$ cat src/rtl/otg_hpi_engine_if.sv
// otg_hpi_engine_if
// Bundles the command port, the write/read beat streams and the HPI pad
// signals of the HPI transaction engine.
//   slave  : the engine side (takes commands and pad read data, drives
//            handshakes, results and the pad strobes/data)
//   master : the command source plus pad model side (the NIOS command
//            logic together with the top-level tristate pads)
// Clock and reset are not part of the bundle; they stay plain ports.
interface otg_hpi_engine_if #(
  parameter int DATA_W = 16,
  parameter int ADDR_W = 2,
  parameter int LEN_W  = 5
);
  // command port
  logic              cmd_valid;
  logic              cmd_ready;
  logic              cmd_write;
  logic [ADDR_W-1:0] cmd_addr;
  logic [LEN_W-1:0]  cmd_len;

  // write beat stream
  logic [DATA_W-1:0] wr_data;
  logic              wr_valid;
  logic              wr_ready;

  // read beat stream and status
  logic [DATA_W-1:0] rd_data;
  logic              rd_valid;
  logic              done;
  logic              busy;

  // HPI pad side
  logic [ADDR_W-1:0] hpi_addr;
  logic              hpi_cs_n;
  logic              hpi_r_n;
  logic              hpi_w_n;
  logic [DATA_W-1:0] hpi_data_out;
  logic              hpi_data_oe;
  logic [DATA_W-1:0] hpi_data_in;

  modport slave (
    input  cmd_valid, cmd_write, cmd_addr, cmd_len,
    input  wr_data, wr_valid,
    input  hpi_data_in,
    output cmd_ready, wr_ready,
    output rd_data, rd_valid, done, busy,
    output hpi_addr, hpi_cs_n, hpi_r_n, hpi_w_n, hpi_data_out, hpi_data_oe
  );

  modport master (
    output cmd_valid, cmd_write, cmd_addr, cmd_len,
    output wr_data, wr_valid,
    output hpi_data_in,
    input  cmd_ready, wr_ready,
    input  rd_data, rd_valid, done, busy,
    input  hpi_addr, hpi_cs_n, hpi_r_n, hpi_w_n, hpi_data_out, hpi_data_oe
  );
endinterface

$ cat src/rtl/otg_hpi_engine.sv
// otg_hpi_engine
// Hardware transaction engine for the CY7C67200 host-port interface. It
// turns a single command (read/write, register address, beat count) into
// one or more HPI accesses with programmable setup, strobe and hold timing,
// replacing software bit-banging of the HPI PIOs.
//
// Ports:
//   clk_clk        system clock
//   reset_reset_n  asynchronous active-low reset
//   bus            otg_hpi_engine_if.slave:
//                    cmd_valid/cmd_ready/cmd_write/cmd_addr/cmd_len  command
//                    wr_data/wr_valid/wr_ready                       write beats
//                    rd_data/rd_valid                                read beats
//                    done/busy                                       status
//                    hpi_addr/hpi_cs_n/hpi_r_n/hpi_w_n               HPI strobes
//                    hpi_data_out/hpi_data_oe/hpi_data_in            HPI data pad
//
// Parameters: DATA_W, ADDR_W, LEN_W widths; SETUP_CYC, STROBE_CYC, HOLD_CYC
// phase lengths in clock cycles (each 1..15).
//
// Every output is a flop whose next value is decoded from the next state,
// so the pad strobes change only on clock edges and never glitch.
module otg_hpi_engine #(
  parameter int DATA_W     = 16,
  parameter int ADDR_W     = 2,
  parameter int LEN_W      = 5,
  parameter int SETUP_CYC  = 1,
  parameter int STROBE_CYC = 2,
  parameter int HOLD_CYC   = 1
) (
  input logic             clk_clk,
  input logic             reset_reset_n,
  otg_hpi_engine_if.slave bus
);

  localparam logic [3:0]       SETUP_LD  = 4'(SETUP_CYC - 1);
  localparam logic [3:0]       STROBE_LD = 4'(STROBE_CYC - 1);
  localparam logic [3:0]       HOLD_LD   = 4'(HOLD_CYC - 1);
  localparam logic [LEN_W-1:0] ONE_BEAT  = LEN_W'(1);

  typedef enum logic [1:0] {
    IDLE   = 2'd0,
    SETUP  = 2'd1,
    STROBE = 2'd2,
    HOLD   = 2'd3
  } state_t;

  state_t            state_q, state_d;
  logic [3:0]        cnt_q, cnt_d;
  logic [LEN_W-1:0]  beats_q, beats_d;
  logic              write_q, write_d;
  logic              held_q, held_d;
  logic [ADDR_W-1:0] addr_q, addr_d;
  logic [DATA_W-1:0] dout_q, dout_d;
  logic              oe_q, oe_d;
  logic              wr_take;
  logic              rd_take;

  logic              cmd_ready_q;
  logic              busy_q;
  logic              done_q;
  logic              wr_ready_q;
  logic              rd_valid_q;
  logic [DATA_W-1:0] rd_data_q;
  logic              cs_n_q;
  logic              r_n_q;
  logic              w_n_q;

  // Next-state logic. cnt is the single phase timer, reloaded on entry to
  // each phase and leaving the phase when it reaches zero. held marks that
  // the current write beat has been taken; until then SETUP freezes the
  // timer, which is what stretches SETUP while the write stream is empty.
  always_comb begin
    state_d = state_q;
    cnt_d   = cnt_q;
    beats_d = beats_q;
    write_d = write_q;
    held_d  = held_q;
    addr_d  = addr_q;
    dout_d  = dout_q;
    oe_d    = oe_q;
    wr_take = 1'b0;
    rd_take = 1'b0;

    unique case (state_q)
      IDLE: begin
        if (bus.cmd_valid) begin
          state_d = SETUP;
          cnt_d   = SETUP_LD;
          write_d = bus.cmd_write;
          addr_d  = bus.cmd_addr;
          beats_d = (bus.cmd_len == '0) ? ONE_BEAT : bus.cmd_len;
          held_d  = 1'b0;
        end
      end

      SETUP: begin
        if (!write_q || held_q) begin
          if (cnt_q == '0) begin
            state_d = STROBE;
            cnt_d   = STROBE_LD;
          end else begin
            cnt_d = cnt_q - 4'd1;
          end
        end
      end

      STROBE: begin
        if (cnt_q == '0) begin
          state_d = HOLD;
          cnt_d   = HOLD_LD;
          rd_take = !write_q;
        end else begin
          cnt_d = cnt_q - 4'd1;
        end
      end

      HOLD: begin
        if (cnt_q == '0) begin
          if (beats_q != ONE_BEAT) begin
            // cs_n and the address stay put between beats; the HPI
            // auto-increments its own pointer.
            state_d = SETUP;
            cnt_d   = SETUP_LD;
            beats_d = beats_q - ONE_BEAT;
            held_d  = 1'b0;
          end else begin
            state_d = IDLE;
            oe_d    = 1'b0;
          end
        end else begin
          cnt_d = cnt_q - 4'd1;
        end
      end

      default: state_d = IDLE;
    endcase

    // A write beat is taken in whichever cycle SETUP (current or about to
    // be entered) first sees wr_valid, so a beat already waiting at accept
    // costs no stall cycle.
    if ((state_d == SETUP) && write_d && !held_d && bus.wr_valid) begin
      wr_take = 1'b1;
      held_d  = 1'b1;
      dout_d  = bus.wr_data;
      oe_d    = 1'b1;
    end
  end

  // State, timers and all registered outputs. Output flops take their
  // value from the next state so they line up with the state they decode.
  always_ff @(posedge clk_clk or negedge reset_reset_n) begin
    if (!reset_reset_n) begin
      state_q     <= IDLE;
      cnt_q       <= '0;
      beats_q     <= '0;
      write_q     <= 1'b0;
      held_q      <= 1'b0;
      addr_q      <= '0;
      dout_q      <= '0;
      oe_q        <= 1'b0;
      cmd_ready_q <= 1'b1;
      busy_q      <= 1'b0;
      done_q      <= 1'b0;
      wr_ready_q  <= 1'b0;
      rd_valid_q  <= 1'b0;
      rd_data_q   <= '0;
      cs_n_q      <= 1'b1;
      r_n_q       <= 1'b1;
      w_n_q       <= 1'b1;
    end else begin
      state_q     <= state_d;
      cnt_q       <= cnt_d;
      beats_q     <= beats_d;
      write_q     <= write_d;
      held_q      <= held_d;
      addr_q      <= addr_d;
      dout_q      <= dout_d;
      oe_q        <= oe_d;
      cmd_ready_q <= (state_d == IDLE);
      busy_q      <= (state_d != IDLE);
      done_q      <= (state_d == HOLD) && (cnt_d == '0) && (beats_d == ONE_BEAT);
      wr_ready_q  <= wr_take;
      rd_valid_q  <= rd_take;
      if (rd_take) begin
        rd_data_q <= bus.hpi_data_in;
      end
      cs_n_q      <= (state_d == IDLE);
      r_n_q       <= !((state_d == STROBE) && !write_d);
      w_n_q       <= !((state_d == STROBE) && write_d);
    end
  end

  assign bus.cmd_ready    = cmd_ready_q;
  assign bus.busy         = busy_q;
  assign bus.done         = done_q;
  assign bus.wr_ready     = wr_ready_q;
  assign bus.rd_valid     = rd_valid_q;
  assign bus.rd_data      = rd_data_q;
  assign bus.hpi_addr     = addr_q;
  assign bus.hpi_cs_n     = cs_n_q;
  assign bus.hpi_r_n      = r_n_q;
  assign bus.hpi_w_n      = w_n_q;
  assign bus.hpi_data_out = dout_q;
  assign bus.hpi_data_oe  = oe_q;

endmodule

$ cat src/flat_wrapper.sv
// flat-port wrapper written by rule: the top's interface ports become plain ports
module otg_hpi_engine_flat 
#(
  parameter int DATA_W     = 16,
  parameter int ADDR_W     = 2,
  parameter int LEN_W      = 5,
  parameter int SETUP_CYC  = 1,
  parameter int STROBE_CYC = 2,
  parameter int HOLD_CYC   = 1
)
  (clk_clk, reset_reset_n, bus_cmd_valid, bus_cmd_write, bus_cmd_addr, bus_cmd_len, bus_wr_data, bus_wr_valid, bus_hpi_data_in, bus_cmd_ready, bus_wr_ready, bus_rd_data, bus_rd_valid, bus_done, bus_busy, bus_hpi_addr, bus_hpi_cs_n, bus_hpi_r_n, bus_hpi_w_n, bus_hpi_data_out, bus_hpi_data_oe);
  otg_hpi_engine_if #(.DATA_W(DATA_W), .ADDR_W(ADDR_W), .LEN_W(LEN_W)) bus_i ();
  input logic clk_clk;
  input logic reset_reset_n;
  input wire logic [$bits(bus_i.cmd_valid)-1:0] bus_cmd_valid;
  input wire logic [$bits(bus_i.cmd_write)-1:0] bus_cmd_write;
  input wire logic [$bits(bus_i.cmd_addr)-1:0] bus_cmd_addr;
  input wire logic [$bits(bus_i.cmd_len)-1:0] bus_cmd_len;
  input wire logic [$bits(bus_i.wr_data)-1:0] bus_wr_data;
  input wire logic [$bits(bus_i.wr_valid)-1:0] bus_wr_valid;
  input wire logic [$bits(bus_i.hpi_data_in)-1:0] bus_hpi_data_in;
  output wire logic [$bits(bus_i.cmd_ready)-1:0] bus_cmd_ready;
  output wire logic [$bits(bus_i.wr_ready)-1:0] bus_wr_ready;
  output wire logic [$bits(bus_i.rd_data)-1:0] bus_rd_data;
  output wire logic [$bits(bus_i.rd_valid)-1:0] bus_rd_valid;
  output wire logic [$bits(bus_i.done)-1:0] bus_done;
  output wire logic [$bits(bus_i.busy)-1:0] bus_busy;
  output wire logic [$bits(bus_i.hpi_addr)-1:0] bus_hpi_addr;
  output wire logic [$bits(bus_i.hpi_cs_n)-1:0] bus_hpi_cs_n;
  output wire logic [$bits(bus_i.hpi_r_n)-1:0] bus_hpi_r_n;
  output wire logic [$bits(bus_i.hpi_w_n)-1:0] bus_hpi_w_n;
  output wire logic [$bits(bus_i.hpi_data_out)-1:0] bus_hpi_data_out;
  output wire logic [$bits(bus_i.hpi_data_oe)-1:0] bus_hpi_data_oe;
  assign bus_i.cmd_valid = bus_cmd_valid;
  assign bus_i.cmd_write = bus_cmd_write;
  assign bus_i.cmd_addr = bus_cmd_addr;
  assign bus_i.cmd_len = bus_cmd_len;
  assign bus_i.wr_data = bus_wr_data;
  assign bus_i.wr_valid = bus_wr_valid;
  assign bus_i.hpi_data_in = bus_hpi_data_in;
  assign bus_cmd_ready = bus_i.cmd_ready;
  assign bus_wr_ready = bus_i.wr_ready;
  assign bus_rd_data = bus_i.rd_data;
  assign bus_rd_valid = bus_i.rd_valid;
  assign bus_done = bus_i.done;
  assign bus_busy = bus_i.busy;
  assign bus_hpi_addr = bus_i.hpi_addr;
  assign bus_hpi_cs_n = bus_i.hpi_cs_n;
  assign bus_hpi_r_n = bus_i.hpi_r_n;
  assign bus_hpi_w_n = bus_i.hpi_w_n;
  assign bus_hpi_data_out = bus_i.hpi_data_out;
  assign bus_hpi_data_oe = bus_i.hpi_data_oe;
  otg_hpi_engine #(.DATA_W(DATA_W), .ADDR_W(ADDR_W), .LEN_W(LEN_W), .SETUP_CYC(SETUP_CYC), .STROBE_CYC(STROBE_CYC), .HOLD_CYC(HOLD_CYC)) u_core (.clk_clk(clk_clk), .reset_reset_n(reset_reset_n), .bus(bus_i));
endmodule
$ cat config.mk
export PLATFORM = sky130hd
export DESIGN_NAME = otg_hpi_engine_flat
export DESIGN_NICKNAME = d
export VERILOG_FILES = /design/src/rtl/otg_hpi_engine_if.sv /design/src/rtl/otg_hpi_engine.sv /design/src/flat_wrapper.sv
export SDC_FILE = /design/constraint.sdc
export NUM_CORES = 1
export LEC_CHECK = 0
export ABC_AREA = 1
export BUFFER_PORTS_ARGS = -buffer_cell sky130_fd_sc_hd__buf_2
export CORE_ASPECT_RATIO = 1.2
export CORE_MARGIN = 2
export CORE_UTILIZATION = 35
export CTS_BUF_LIST = sky130_fd_sc_hd__clkbuf_4 sky130_fd_sc_hd__clkbuf_8
export CTS_CLUSTER_SIZE = 28
export DETAILED_ROUTE_END_ITERATION = 7
export GPL_TIMING_DRIVEN = 0
export PLACE_DENSITY = 0.64
export SLEW_MARGIN = 10
export SYNTH_ARGS = -nofsm -noshare
export SYNTH_HDL_FRONTEND = slang
export SYNTH_SLANG_ARGS = --single-unit
$ cat constraint.sdc
create_clock -name clk_clk -period 2.3 [get_ports clk_clk]
set_clock_uncertainty 0.2 [all_clocks]
set_input_delay 0.23 -clock clk_clk [delete_from_list [all_inputs] [get_ports clk_clk]]
set_output_delay 0.23 -clock clk_clk [all_outputs]
set_load 0.02 [all_outputs]
### Word-level counts from Yosys, hierarchy flattened

Cells that the tools add are included.

* RAM bits: 0
* input bits: 44
* latch bits: 0
* memory bits (read-only): 0
* flip-flop bits (word level): 55
* memories: 0

* $add $sub $neg: 2
* order comparisons: 0
* multiplexer cells: 33
* $mul: 0
* reductions and logical operators: 23
* shifts and indexed selects: 0
* bitwise operators: 0
* equality and inequality tests: 9
* div/mod/pow operators: 0

Operators with widths (number)
* two-way mux 4 bit: 6
* two-way mux 5 bit: 4
* case mux 4 bit (4 select lines): 1
* two-way mux 1 bit: 14
* two-way mux 2 bit: 5
* case mux 5 bit (2 select lines): 1
* == test 2 bit, second input constant: 4
* logical NOT 4 bit: 2
* case mux 2 bit (4 select lines): 1
* logical AND 1 bit: 7
* nonzero test 2 bit: 3
* == test 5 x 1 -> 1 bit, second input constant: 1
* logical NOT 1 bit: 5
* logical NOT 5 bit: 1
* != test 5 x 1 -> 1 bit, second input constant: 1
* subtractor 5 x 1 -> 5 bit, second input constant: 1
* == test 2 x 1 -> 1 bit, second input constant: 2
* logical NOT 2 bit: 2
* subtractor 4 x 1 -> 4 bit, second input constant: 1
* AND reduction 3 bit: 1
* != test 2 bit, second input constant: 1
* case mux 1 bit (2 select lines): 1
* AND reduction 2 bit: 1
* logical OR 1 bit: 1

### Depth between registers and ports, before layout

Gate-level depths: netlist of run 1.

* depth in word-level cells: 10
* depth in mapped cells: 15
* mapped depth without buffers: 14

### Worst setup path after synthesis of run 1

Ideal clock, no wire load.

* path kind: register -> register
* start: register u_core.state_q[0]
* end: register u_core.dout_q[10] (netlist: u_core.bus.hpi_data_out[10])
* buffers on the path: 1
* path slack: 0.199 ns
* stages on the path, launching flop included: 14
* data arrival time: 1.784 ns
* data required time: 1.983 ns
* cell sequence: dfrtp_1 > inv_1 > ha_1 > nand2_2 > inv_2 > or2_1 > o21ai_2 > inv_2 > nand2_1 > nor2_4 > nand2_8 > buf_8 > nand2_1 > nand2_1

* elaborated cells on any way between the ends: 17

RTL lines
* start: declaration: RTL line otg_hpi_engine.sv:48 `state_t state_q, state_d;`
* start signal: assignment: RTL line otg_hpi_engine.sv:172 `state_q <= state_d;`
* logical NOT 2 bit: RTL line otg_hpi_engine.sv:85 `unique case (state_q)`
* two-way mux 1 bit: RTL line otg_hpi_engine.sv:85
* named net u_core.write_d: RTL line otg_hpi_engine.sv:51 `logic write_q, write_d;`
* logical AND 1 bit (3 in a row): RTL line otg_hpi_engine.sv:142 `if ((state_d == SETUP) && write_d && !held_d && bus.wr_valid) begin`
* end signal: assignment: RTL line otg_hpi_engine.sv:178 `dout_q <= dout_d;`
* end: declaration: RTL line otg_hpi_engine.sv:54 `logic [DATA_W-1:0] dout_q, dout_d;`

The timed path passes the listed nets, and every way through them passes these cells.
A chain may end at the register's enable or synchronous reset.

### Worst setup path after layout of run 1

* start: register u_core.cnt_q[1]
* end: register u_core.dout_q[15] (netlist: u_core.bus.hpi_data_out[15])

* word-level cells in the longest chain between the ends: 8
* elaborated cells on any way between the ends: 13

Ends and longest elaborated chain
* start: declaration: RTL line otg_hpi_engine.sv:49 `logic [3:0] cnt_q, cnt_d;`
* start signal: assignment: RTL line otg_hpi_engine.sv:173 `cnt_q <= cnt_d;`
* logical NOT 4 bit (*): RTL line otg_hpi_engine.sv:99, otg_hpi_engine.sv:109, otg_hpi_engine.sv:119
* two-way mux 2 bit: RTL line otg_hpi_engine.sv:99 `if (cnt_q == '0) begin`
* two-way mux 2 bit: RTL line otg_hpi_engine.sv:98 `if (!write_q || held_q) begin`
* case mux 2 bit (4 select lines) (*): RTL line otg_hpi_engine.sv:85
* named net u_core.state_d[1]: RTL line otg_hpi_engine.sv:48
* == test 2 x 1 -> 1 bit (*): RTL line otg_hpi_engine.sv:142
* logical AND 1 bit (*) (3 in a row): RTL line otg_hpi_engine.sv:142

The timed path passes the listed nets; every way through them passes the cells marked *.

==> summary.txt, run 1 <==
CTS tree: yes
Post-synthesis sequential area ratio: 49.2%
Comb pwr share: 58.6%
Fin nets: 537
Unrepaired setup endpoints after global routing: false
Cell taking the most area after synthesis: dfrtp_1
Vias: 2702
CP required: 2.32 ns
IO Port Bufs: 86
Leak: 0.00216 uW
Synth cell count leaders: nand2_1, dfrtp_1, inv_1, nand3_1, nor2_1
Failing checks: DRC
Antenna violations before repair: 0
GR Overflow Total: 0
Effective utilization at floorplan: 36.2%
Share of post-route cells with drive strength above 1: 28.1%
Mapped Area: 0.00281 mm2
Clk sinks: 55
Switching pwr: 2630 uW
Internal power: 2740 uW
WL per Instance: 12.5 um
Final WS setup: 0.164 ns
Final setup TNS: 0 ns
Worst Tran Pin Value: 0.705 ns
Synth top area cells: dfrtp_1, nand2_1, nand3_1
1st-pass router iterations: 8
Slew Viols, Final: 0
FF+latch count, synth: 55
CTS max path bufs: 2
CP max FO: 10
Fmax: 468 MHz
Top-area cell type share of the netlist area: 46.4%
First-pass GRT wire length: 11700 um
Power share of the clock group: 10.7%
GRT Util Overall: 16.5%
Most frequent cell after synthesis: nand2_1
Die height: 102 um
P per Cell Area: 1390 mW/mm2
I/O Pins: 87
Arr. time, crit path: 2.16 ns
VDD IR max: 494 uV
Clock Latency Late Sink: 0.31 ns
Sw frac: 49.0%
DP HPWL: 4900 um
Clock slew at reported path FFs: 0.11 ns
Max-cap violations: 0
1st-iter DRT viols: 171
Gate Count Post-Synth: 354
Asr flop ratio synth: 100%
Largest net degree at the start of global routing: 56
Via density: 4.67
ANT nets after route: 0
Mean post-synth cell area: 7.92 um2
CP endpoint kind: register
Area Overhead vs Synth: 37.6%
Core ar.: 0.00775 mm2
Synth cell types: 32
Die ar.: 0.00875 mm2
H-tree depth: 2
Diodes inserted: 0
Final Cycle Share: 92.9%
Ys flop type: dfrtp_1
Post-Syn Nets: 405
Vias in the first global route: 2584
DRC errors left: 2
Root buf cell: clkbuf_8
Yosys warns: 0
Type of origin of the critical path: register
Placement Setup Slack: -0.0774 ns
Setup CP Type: reg -> reg
Fin Hold WS: 0.0458 ns
CTS Buf Count: 5
Routed Wire Length: 7230 um
# setup viols final: 0
Routability cong.: 0.871
Sequential Power Share: 30.7%
Die width: 85.7 um
Post-synth EDFFs: 0
Core Rows: 35
Final hold violation count: 0
Final min period: 2.14 ns
HP Class: in -> reg
Slew HR: 53.0%
Status: complete, but fails checks
[worst paths after layout]
kind	from	end	slack (ns)	cells past startpoint
worst max-delay path	u_core.cnt_q[1]$_DFF_PN0_	u_core.bus.hpi_data_out[15]$_DFFE_PN0P_	0.16	15
worst min-delay path	bus_cmd_valid	u_core.bus.hpi_addr[1]$_DFFE_PN0P_	0.05	4
worst max register to register	u_core.cnt_q[1]$_DFF_PN0_	u_core.bus.hpi_data_out[15]$_DFFE_PN0P_	0.16	15
worst min register to register	u_core.bus.hpi_data_out[14]$_DFFE_PN0P_	u_core.bus.hpi_data_out[14]$_DFFE_PN0P_	0.28	2
max in group asynchronous	reset_reset_n	u_core.cnt_q[0]$_DFF_PN0_	1.14	2
min in group asynchronous	reset_reset_n	u_core.beats_q[0]$_DFF_PN0_	0.27	2
[per-stage QoR]
step           util, %  total power [uW]  area, um2  std cells
2_1_floorplan        -              3790       2810        354
3_3_place_gp      43.2              4560       3350        532
3_5_place_dp      43.2              4620       3350        532
4_1_cts           49.0              5270       3800        576
5_1_grt           49.8              5810       3860        579
6_report          49.8              5370       3860        579
[cell usage in the layout (no fill, tap or decap), types with 2 or more instances in the layout]
cell type      instances
a21oi_2                2
inv_6                  2
nand2_1              148
nor2_1                23
buf_2                 88
buf_6                  2
inv_1                 35
buf_4                  5
inv_2                  7
clkbuf_8               5
dlygate4sd3_1         36
nor3_1                 3
ha_4                   2
ha_1                   5
nor2_4                 2
o21ai_0                5
nand3_1               35
dfrtp_1               52
nand3_2                3
nand2_4                3
nand2_2                6
dfstp_2                3
[final cells by class]
class	count	area, um2
clock buffers	5	68.8
flip-flops and latches	55	1380
well taps	92	115
repair buffers	125	816
clock inverters	3	22.5
multi-input cells	250	1240
fillers	757	3890
plain buffers	7	60.1
inverters	42	158
[critical path: stages (launching register included)]
cell     delay, ns
dfrtp_1       0.42
inv_1         0.10
ha_4          0.19
nand2_2       0.11
nor2_4        0.07
nand2_2       0.08
nand2_1       0.06
nand2_1       0.08
nand3_2       0.07
nand2_2       0.08
nand2_4       0.09
nor2_8        0.17
nand2_8       0.09
buf_8         0.15
nand2_1       0.05
nand2_1       0.04
[kinds of logic after synthesis]
| kind of cell | Yosys count | synth area share, % |
|---|---|---|
| adders and majority gates | 7 | 3.12 |
| AOI/OAI and AO/OA | 13 | 3.08 |
| and+or+nand+nor | 229 | 36.5 |
| buffers and inverters | 49 | 7.76 |
| DFF | 55 | 49.2 |
| xor gates and xnor gates | 1 | 0.312 |
[state kept, by name (all words and copies together), names as in the netlist]
signal	flops
u_core.state_q	2
u_core.bus.hpi_r_n	1
u_core.bus.hpi_data_out	16
u_core.write_q	1
u_core.bus.rd_valid	1
u_core.beats_q	5
u_core.bus.done	1
u_core.bus.hpi_data_oe	1
u_core.cnt_q	4
u_core.held_q	1
u_core.bus.rd_data	16
u_core.bus.hpi_addr	2
u_core.bus.hpi_w_n	1
u_core.bus.wr_ready	1
u_core.bus.cmd_ready	1
u_core.bus.busy	1
[timing repair]
item                                    in CTS  in global routing
pin swaps                                    1                  3
hold buffers                                35                  1
endpoints found under the setup margin      13                 30
setup buffers                                1                  2
resized for setup                            0                  8
hold endpoints to repair                    37                 52
[power groups by stage]
stage | sequential [uW] | clock [uW] | combinational, uW
final | 1650 | 574 | 3140
after floorplan | 2030 | 0 | 1760
after global placement | 1650 | 0 | 2910
after global routing | 1710 | 632 | 3470
after detailed placement | 1650 | 0 | 2970
after CTS | 1640 | 596 | 3030
[routing by layer]
layer	GRT usage [%]	share of wire (%)	vias up
li1	-	-	1354
met1	19.6	40	1262
met2	30.1	54	73
met3	2.91	3.7	13
met4	5.86	2.0	0
met5	0	0	-
(Power assumes the default switching activity.)
==> run 2: changes to the inputs <==
--- a/config.mk
+++ b/config.mk
@@ -13,8 +13,11 @@
 export CTS_BUF_LIST = sky130_fd_sc_hd__clkbuf_4 sky130_fd_sc_hd__clkbuf_8
 export CTS_CLUSTER_SIZE = 28
 export DETAILED_ROUTE_END_ITERATION = 7
+export GPL_ROUTABILITY_DRIVEN = 0
 export GPL_TIMING_DRIVEN = 0
+export MAX_ROUTING_LAYER = met4
 export PLACE_DENSITY = 0.64
+export RECOVER_POWER = 50
 export SLEW_MARGIN = 10
 export SYNTH_ARGS = -nofsm -noshare
 export SYNTH_HDL_FRONTEND = slang
==> run 2 against run 1 <==
  * Sequential power barely moved
  * Wire length rose by 0.55%
  * The flow still finishes with violations (DRC)
  * Die area did not move
  * Fmax rose by 0.31%
  * Largest cell class unchanged
  * Flip-flop and latch count did not move
  * Via count rose by 0.48%
  * Sequential share of layout area rose by 0.27 points
  * Core utilization fell by 0.37 points
  * Cell area fell by 0.75%
  * Worst setup slack improved by 0.0066 ns
  * Worst hold slack barely moved
  * First-iteration DRC count rose by 0.58%
==> summary.txt, run 2 (synthesized netlist as in run 1, its figures left out) <==
Status: complete, but fails checks
Failing checks: DRC
Clock slew at reported path FFs: 0.11 ns (about the same)
Slew Viols, Final: 0 (unchanged)
GRT Util Overall: 17.1% (+0.56 points)
Vias: 2715 (+0.48%)
Effective utilization at floorplan: 36.2% (unchanged)
H-tree depth: 2 (unchanged)
Unrepaired setup endpoints after global routing: false
Cell count after placement: 532 (unchanged)
CP required: 2.32 ns (about the same)
CP bufs+invs: 4 (+2)
Most used cell, CP: nand2_1
VDD IR max: 494 uV (about the same)
Final hold violation count: 0 (unchanged)
Via density: 4.69 (+0.48%)
CTS tree: yes
Root buf cell: clkbuf_8
IO Port Bufs: 86 (unchanged)
Share of post-route cells with drive strength above 1: 23.8% (-4.3 points)
CP max FO: 10 (unchanged)
Vias in the first global route: 2580 (-0.15%)
ANT nets after route: 0 (unchanged)
1st-iter DRT viols: 172 (+0.58%)
Most frequent cells in the layout: nand2_1, buf_2, dfrtp_1
Routing usage on met3: 2.83% (-0.081 points)
Global Route met2 Usage: 30.0% (-0.060 points)
Diodes inserted: 0 (unchanged)
Leak: 0.00209 uW (-3.2%)
CTS max path bufs: 2 (unchanged)
Core Rows: 35 (unchanged)
Commonest non-fill, non-tap cell in the layout: nand2_1
Top delay family on crit path: simple AND/OR/NAND/NOR gates
First-pass GRT wire length: 11800 um (+0.18%)
P per Cell Area: 1390 mW/mm2 (+0.17%)
DP HPWL: 4900 um (unchanged)
Die width: 85.7 um (unchanged)
Final min period: 2.13 ns (-0.00663 ns)
Met1 usage: 19.8% (+0.25 points)
Global routing's busiest layer: met2
Final Non-Filler Cells: 579 (unchanged)
Antenna violations before repair: 0 (unchanged)
Fmax: 470 MHz (+0.31%)
DRC errors left: 2 (unchanged)
Fin nets: 537 (unchanged)
CP endpoint kind: register
WL per Instance: 12.5 um (+0.55%)
Arr. time, crit path: 2.15 ns (about the same)
Die height: 102 um (unchanged)
Die ar.: 0.00875 mm2 (unchanged)
HP Class: in -> reg
Setup CP Type: reg -> reg
# setup viols final: 0 (unchanged)
Hold Path Stages: 4 (unchanged)
CTS Buf Count: 5 (unchanged)
Worst Tran Pin Value: 1.37 ns (+0.666 ns)
Max incr delay on CP: 0.44 ns (+0.02 ns)
Worst R2R Path Depth: 13 (-2)
Max-cap violations: 0 (unchanged)
Clock Latency Late Sink: 0.31 ns (about the same)
Slowest cell on crit path: dfrtp_1
GR Overflow Total: 0 (unchanged)
Worst-path cell chain: inv_1 -> ha_4 -> nand2_2 -> inv_2 -> or2_1 -> o21ai_2 -> inv_2 -> nand2_1 -> nor2_4 -> nand2_8 -> buf_8 -> nand2_1 -> nand2_1
Type of origin of the critical path: register
Largest net degree at the start of global routing: 56 (unchanged)
Area Overhead vs Synth: 36.5%
Design Power: 5340 uW (-0.57%)
Fin Hold WS: 0.0458 ns (+0.0000252 ns)
Routed Wire Length: 7270 um (+0.55%)
1st-pass router iterations: 8 (unchanged)
Final Cycle Share: 92.6% (-0.29 points)
Core ar.: 0.00775 mm2 (unchanged)
I/O Pins: 87 (unchanged)
Clk sinks: 55 (unchanged)
Slew HR: 8.58% (-44 points)
Crit path depth: 13 (-2)
[run 2: cell types whose count changed in the layout (fill, tap and decap cells not counted)]
cell      delta
buf_2       -21
buf_4        -1
clkbuf_1    +21
clkbuf_2     +1
[run 2: path summary, 6_finish.rpt]
path	startpoint	to	slack, ns
max in group asynchronous	reset_reset_n	u_core.cnt_q[0]$_DFF_PN0_	0.52
hold reg to reg	u_core.bus.hpi_data_out[14]$_DFFE_PN0P_	u_core.bus.hpi_data_out[14]$_DFFE_PN0P_	0.28
setup / recovery	u_core.state_q[1]$_DFF_PN0_	u_core.bus.hpi_data_out[15]$_DFFE_PN0P_	0.17
setup reg to reg	u_core.state_q[1]$_DFF_PN0_	u_core.bus.hpi_data_out[15]$_DFFE_PN0P_	0.17
min in group asynchronous	reset_reset_n	u_core.beats_q[0]$_DFF_PN0_	0.53
hold / removal	bus_cmd_valid	u_core.bus.hpi_addr[1]$_DFFE_PN0P_	0.05
[run 2: report_power, final]
part	total, uW	leakage [uW]	internal [uW]	switching (uW)
Sequential	1660	0.000683	1390	261
Combinational	3110	0.00136	1080	2030
Clock	574	0.0000489	222	353
[run 2: cell type report]
cell class	instances	area, um2
Clock inverter	3	22.5
Multi-Input combinational cell	250	1240
Buffer	7	60.1
Sequential cell	55	1380
Fill cell	764	3920
Inverter	42	158
Tap cell	92	115
Timing Repair Buffer	125	787
Clock buffer	5	68.8
[run 2: metal layers]
| layer | vias up | share of wire (%) |
|---|---|---|
| met3 | 15 | 4.1 |
| met2 | 78 | 54 |
| met1 | 1272 | 40 |
| li1 | 1350 | - |
| met4 | 0 | 2.4 |
| met5 | - | 0 |
[run 2: worst register-to-register path: cells and delay by family, from the launching register on]
family                   cells  cell delay, ns
AND/OR/NAND/NOR              7            0.67
buffers and inverters        4            0.45
flip-flops                   1            0.44
adder cells (fa/ha/maj)      1            0.19
AO/OA/AOI/OAI                1            0.07
[run 2: per-stage QoR]
stage | utilization, % | cell area, um2 | TNS [ns] | setup WS, ns
3_5_place_dp | 43.2 | 3350 | -0.512 | -0.0774
4_1_cts | 49.0 | 3800 | 0 | 0.00686
2_1_floorplan | - | 2810 | 0 | 0.199
3_3_place_gp | 43.2 | 3350 | -0.394 | -0.0624
6_report | 49.4 | 3830 | 0 | 0.171
5_1_grt | 49.4 | 3830 | 0 | 0.0258
[run 2: repair_timing]
action                     CTS  global route
pin swaps                    1             3
cloned                       0             0
hold endpoints to repair    37            52
hold buffers                35             1
resized for setup            0             8
setup buffers                1             2
setup endpoints to repair   13            30
